### config.mk
export PLATFORM = sky130hd
export DESIGN_NAME = fpu_addsub_sequencer
export DESIGN_NICKNAME = d
export VERILOG_FILES = /design/src/rtl/fpu_addsub_sequencer.sv
export SDC_FILE = /design/constraint.sdc
export NUM_CORES = 1
export LEC_CHECK = 0
export CORE_UTILIZATION = 57
export DETAILED_ROUTE_END_ITERATION = 12
export PLACE_DENSITY = 0.87
export RECOVER_POWER = 25
export SYNTH_ARGS = -nofsm -noshare
export SYNTH_HDL_FRONTEND = slang
export SYNTH_SLANG_ARGS = --single-unit
### constraint.sdc
create_clock -name clk -period 16 [get_ports clk]
set_input_delay 4.8 -clock clk [delete_from_list [all_inputs] [get_ports clk]]
set_output_delay 4.8 -clock clk [all_outputs]
set_load 0.05 [all_outputs]
### src/rtl/fpu_addsub_sequencer.sv
// Request sequencer for a fixed-latency FP add/sub unit. A shadow pipe carries tags alongside
// the unit, and results return in order through a FIFO whose space is reserved by credits.
module fpu_addsub_sequencer #(
  parameter int unsigned WIDTH    = 32,
  parameter int unsigned RSLT_DLY = 5,
  parameter int unsigned DEPTH    = 8,
  parameter int unsigned TAG_BITS = 4
) (
  input  logic                clk,
  input  logic                rst,
  input  logic                req_valid,
  output logic                req_ready,
  input  logic [WIDTH-1:0]    req_a,
  input  logic [WIDTH-1:0]    req_b,
  input  logic                req_op,
  input  logic [TAG_BITS-1:0] req_tag,
  output logic [WIDTH-1:0]    fpu_a,
  output logic [WIDTH-1:0]    fpu_b,
  output logic                fpu_op,
  input  logic [WIDTH-1:0]    fpu_r,
  output logic                rsp_valid,
  input  logic                rsp_ready,
  output logic [WIDTH-1:0]    rsp_r,
  output logic [TAG_BITS-1:0] rsp_tag,
  output logic [3:0]          rsp_flags
);

  localparam int unsigned PtrW    = $clog2(DEPTH);
  localparam int unsigned PtrBits = PtrW + 1;
  localparam int unsigned CredW   = $clog2(DEPTH) + 1;
  localparam int unsigned ShTagW  = RSLT_DLY * TAG_BITS;

  logic                accept;
  logic                pop;
  logic                fifo_wr;
  logic                fifo_empty;

  logic [RSLT_DLY-1:0] sh_valid_q, sh_valid_d;
  logic [ShTagW-1:0]   sh_tag_q, sh_tag_d;
  logic [TAG_BITS-1:0] sh_tag_last;

  logic [PtrW:0]       wr_ptr_q, wr_ptr_d;
  logic [PtrW:0]       rd_ptr_q, rd_ptr_d;
  logic [CredW-1:0]    credits_q, credits_d;

  logic [WIDTH-1:0]    mem_r   [DEPTH];
  logic [TAG_BITS-1:0] mem_tag [DEPTH];

  logic [7:0]          head_exp;
  logic [WIDTH-10:0]   head_mant;
  logic                head_nan, head_inf, head_zero, head_sign;

  // The unit samples these on the acceptance edge, so they are plain wires.
  assign fpu_a  = req_a;
  assign fpu_b  = req_b;
  assign fpu_op = req_op;

  assign req_ready  = (credits_q != '0);
  assign accept     = req_valid && req_ready && !rst;
  assign fifo_empty = (wr_ptr_q == rd_ptr_q);
  assign rsp_valid  = !fifo_empty;
  assign pop        = rsp_valid && rsp_ready;

  assign fifo_wr     = sh_valid_q[RSLT_DLY-1];
  assign sh_tag_last = sh_tag_q[ShTagW-1 -: TAG_BITS];

  // Stage 0 sits in the low bits; the oldest stage falls off the top.
  assign sh_valid_d = RSLT_DLY'({sh_valid_q, accept});
  assign sh_tag_d   = ShTagW'({sh_tag_q, req_tag});

  always_comb begin
    wr_ptr_d  = wr_ptr_q;
    rd_ptr_d  = rd_ptr_q;
    credits_d = credits_q;
    if (fifo_wr) begin
      wr_ptr_d = wr_ptr_q + PtrBits'(1);
    end
    if (pop) begin
      rd_ptr_d = rd_ptr_q + PtrBits'(1);
    end
    // A credit covers a request from acceptance until its result leaves the FIFO.
    case ({accept, pop})
      2'b10:   credits_d = credits_q - CredW'(1);
      2'b01:   credits_d = credits_q + CredW'(1);
      default: credits_d = credits_q;
    endcase
  end

  always_ff @(posedge clk) begin
    if (rst) begin
      sh_valid_q <= '0;
      wr_ptr_q   <= '0;
      rd_ptr_q   <= '0;
      credits_q  <= CredW'(DEPTH);
    end else begin
      sh_valid_q <= sh_valid_d;
      wr_ptr_q   <= wr_ptr_d;
      rd_ptr_q   <= rd_ptr_d;
      credits_q  <= credits_d;
    end
  end

  always_ff @(posedge clk) begin
    sh_tag_q <= sh_tag_d;
    if (fifo_wr && !rst) begin
      mem_r[wr_ptr_q[PtrW-1:0]]   <= fpu_r;
      mem_tag[wr_ptr_q[PtrW-1:0]] <= sh_tag_last;
    end
  end

  assign rsp_r   = rsp_valid ? mem_r[rd_ptr_q[PtrW-1:0]]   : '0;
  assign rsp_tag = rsp_valid ? mem_tag[rd_ptr_q[PtrW-1:0]] : '0;

  assign head_exp  = rsp_r[WIDTH-2 -: 8];
  assign head_mant = rsp_r[WIDTH-10:0];
  assign head_nan  = (head_exp == 8'hFF) && (head_mant != '0);
  assign head_inf  = (head_exp == 8'hFF) && (head_mant == '0);
  assign head_zero = (rsp_r[WIDTH-2:0] == '0);
  assign head_sign = rsp_r[WIDTH-1];

  // Gated so an empty FIFO (rsp_r forced to 0) does not report zero.
  assign rsp_flags = rsp_valid ? {head_nan, head_inf, head_zero, head_sign} : 4'b0000;

endmodule
==> parameters.txt <==
Parameter                              Value

Logic synthesis
  Leading post-synthesis cells by instance count    288 x sky130_fd_sc_hd__edfxtp_1, 69 x sky130_fd_sc_hd__mux4_2, 67 x sky130_fd_sc_hd__buf_4, 49 x sky130_fd_sc_hd__nor2_1, 40 x sky130_fd_sc_hd__dfxtp_1
  Warnings, synthesis    0
  Synth Flop Type    sky130_fd_sc_hd__edfxtp_1
  Async SR Flop Fraction    0%
  Count of cell types in the netlist    39
  Post-synthesis instance area    12900 sq um
  Synthesized area per cell    19.5 sq um
  Post-synthesis net count    773
  Count of flip-flops with a built-in enable after synthesis    288
  Flip-flop and latch count after synthesis    328
  Count leader, synth    sky130_fd_sc_hd__edfxtp_1
  Post-synthesis sequential area ratio    73.3%
  Fraction of post-synthesis cell area in the top cell type by area    67.1%
  Leading cell types by total area after synthesis    sky130_fd_sc_hd__edfxtp_1 67%, sky130_fd_sc_hd__mux4_2 12%, sky130_fd_sc_hd__dfxtp_1 6.2%
  Yosys top cell by area    sky130_fd_sc_hd__edfxtp_1
  Synthesized instance count    662

Clock network
  Number of buffers inserted by post-CTS setup repair    0
  Clock transition at path regs    0.06 ns
  Clk sink count    328
  H-tree lvl count    1
  TritonCTS clock tree    yes
  Number of resized instances in the post-cts repair step    0
  Worst-Skew Late Latency    0.56 ns
  Cts bufs inserted    31
  CTS hold repair buffers    0
  Buffer cell driving the clock tree root    sky130_fd_sc_hd__clkbuf_16
  Clock buffer depth    3

Timing
  Period utilization    62.0%
  Setup skew after layout    0.0214 ns
  Slew at the pin with the worst max-slew slack    1.05 ns
  Setup tns final    0 ns
  Final setup margin    6.08 ns
  Final critical-path required period    9.92 ns
  Number of hold violations in the final report    0
  Count of final setup violators    0
  FMAX    0.101 GHz
  Count of final max-slew check failures    0
  Unrepaired setup endpoints after global routing    no
  Worst-case hold slack    0.325 ns
  Worst slew margin    29.8%

Setup path
  Critical R2R Launch    wr_ptr_q[1]$_SDFFE_PP0P_
  Cell count of the worst reg-to-reg path    12
  CP Data Required Time    11.20 ns
  Startpoint types    flop
  Arr. time, crit path    5.12 ns
  Category of the worst setup path capture point    output port
  RR Endpoint    credits_q[3]$_SDFFE_PP1P_
  Path type of the worst setup path    flop to output port
  R2R setup slack    12.66 ns
  Critical path peak fanout    39

Place
  Number of port buffers    81
  Worst slack, placed    6.40 ns
  Routability cong.    0.753
  Dpl hpwl    15300 um

Global route
  Global-route usage over all layers    23.2%
  First-pass GRT wire length    39600 um
  Largest net degree at the start of global routing    61
  GR Overflow Total    0
  Initial antenna violation count    3
  Via count of the first global-routing pass    6633

Floorplanning
  Cell Rows    54
  Standard cell core area    22000 sq um
  Number of I/O pins    212
  Full die area    23200 sq um
  Die Span X    152 um
  Overall die height    152 um
  Starting Density    58.5%

Routing
  TritonRoute pass-1 iters    10
  DR iter-0 viols    550
  Number of routed nets with antenna violations    0
  Via density per instance    6.17
  Number of DRC violations after detailed routing    26
  Vias after detailed routing    6203
  Detail-routed net length per standard cell    26.2 um
  Final wirelength    26300 um

Cells and area
  Relative area change from synthesis to final layout    13.2%
  Total Nets Final    810
  Share of final-layout standard cells stronger than drive strength 1    20.7%

Power and ir drop
  Tot Pwr    1720 uW
  Peak supply drop    0.0949 mV
  Total leakage power    0.00457 uW
  Power Dens Cells    117 nW/um^2

Outcome
  Outcome    complete, but fails checks
  Violated checks    design-rule violations

Hold path
  Number of instances on the worst hold path    0
  Class of the tightest hold or removal check    flop to flop
  Startpoint of the most critical hold path    sh_tag_q[10]$_DFF_P_
  Endpoint of the worst hold path    sh_tag_q[14]$_DFF_P_

Flow run
  Number of max-capacitance violations reported    0
[worst max-delay path, cell delays in order, from the launching register on]
cell	delay (ns)
sky130_fd_sc_hd__dfxtp_4	0.85
sky130_fd_sc_hd__buf_4	0.67
sky130_fd_sc_hd__mux4_2	0.64
sky130_fd_sc_hd__mux2i_1	0.28
sky130_fd_sc_hd__a41oi_1	0.20
sky130_fd_sc_hd__or4_1	0.56
sky130_fd_sc_hd__nor4_2	0.40
sky130_fd_sc_hd__clkdlybuf4s50_1	0.88
[worst max path at each step]
stage	start	end	slack (ns)	cells after the start
floorplan	req_a[0]	fpu_a[0]	6.23	1
global placement	req_a[29]	fpu_a[29]	6.40	0
detailed placement	req_a[29]	fpu_a[29]	6.40	0
CTS	flop	rsp_flags[1]	5.99	7
global route	flop	rsp_flags[1]	5.88	7
finish	flop	rsp_flags[1]	6.08	7
[sequential cells by signal, indices dropped and copies added, names as in the netlist, named ones only]
signal	flops
credits_q	4
mem_r	256
mem_tag	32
rd_ptr_q	4
sh_tag_q	20
sh_valid_q	5
wr_ptr_q	4
[power breakdown]
group	switching [uW]	total, uW	internal, uW
Clock	298	717	418
Combinational	33.9	59.5	25.5
Sequential	4.92	939	934
[final cells by class]
class / instances / area (sq um)
multi-input cells: 233 / 2810
repair buffers: 101 / 961
clock inverters: 17 / 164
well taps: 280 / 350
fillers: 1369 / 7430
clock buffers: 41 / 843
flip-flops and latches: 328 / 9460
inverters: 4 / 15.0
diodes: 2 / 5.00
[layer usage]
layer	wire length, um	track usage (%)	vias up
met1	9490	27.2	3159
met4	949	12.0	2
met3	2150	5.43	87
met2	13700	40.0	335
met5	10	0	-
li1	-	-	2620
[metrics by stage]
| stage | instances | area (sq um) | utilization (%) |
|---|---|---|---|
| detailed placement | 946 | 13600 | 61.7 |
| finish | 1006 | 14600 | 66.3 |
| global route | 1006 | 14600 | 66.3 |
| floorplan | 662 | 12900 | - |
| global placement | 946 | 13600 | 61.7 |
| CTS | 1004 | 14600 | 66.3 |
[cells in the final DEF (no fill, tap or decap), types with 5 or more instances in the layout]
cell / netlist / final
sky130_fd_sc_hd__a21oi_1: 11 / 11
sky130_fd_sc_hd__buf_4: 67 / 20
sky130_fd_sc_hd__clkbuf_1: 18 / 7
sky130_fd_sc_hd__clkbuf_16: 0 / 31
sky130_fd_sc_hd__clkdlybuf4s50_1: 0 / 58
sky130_fd_sc_hd__clkinv_1: 0 / 7
sky130_fd_sc_hd__dfxtp_1: 40 / 37
sky130_fd_sc_hd__dlygate4sd3_1: 0 / 23
sky130_fd_sc_hd__edfxtp_1: 288 / 288
sky130_fd_sc_hd__ha_1: 5 / 5
sky130_fd_sc_hd__mux2i_1: 39 / 39
sky130_fd_sc_hd__mux4_2: 69 / 69
sky130_fd_sc_hd__nor2_1: 49 / 48
sky130_fd_sc_hd__nor2b_1: 5 / 5
sky130_fd_sc_hd__nor3_1: 9 / 5
sky130_fd_sc_hd__nor4_2: 1 / 5
sky130_fd_sc_hd__xnor2_1: 5 / 5
sky130_fd_sc_hd__xor2_1: 7 / 7
[cells by family after synthesis]
family,Yosys count,synth area share [%]
muxes,111,15.7
AOI/OAI and AO/OA,17,0.777
adders and majority gates,6,0.641
and+or+nand+nor,87,3.43
xor gates and xnor gates,12,0.815
buffers and inverters,101,5.35
DFF,328,73.3
Power figures use the tool's default switching activity.
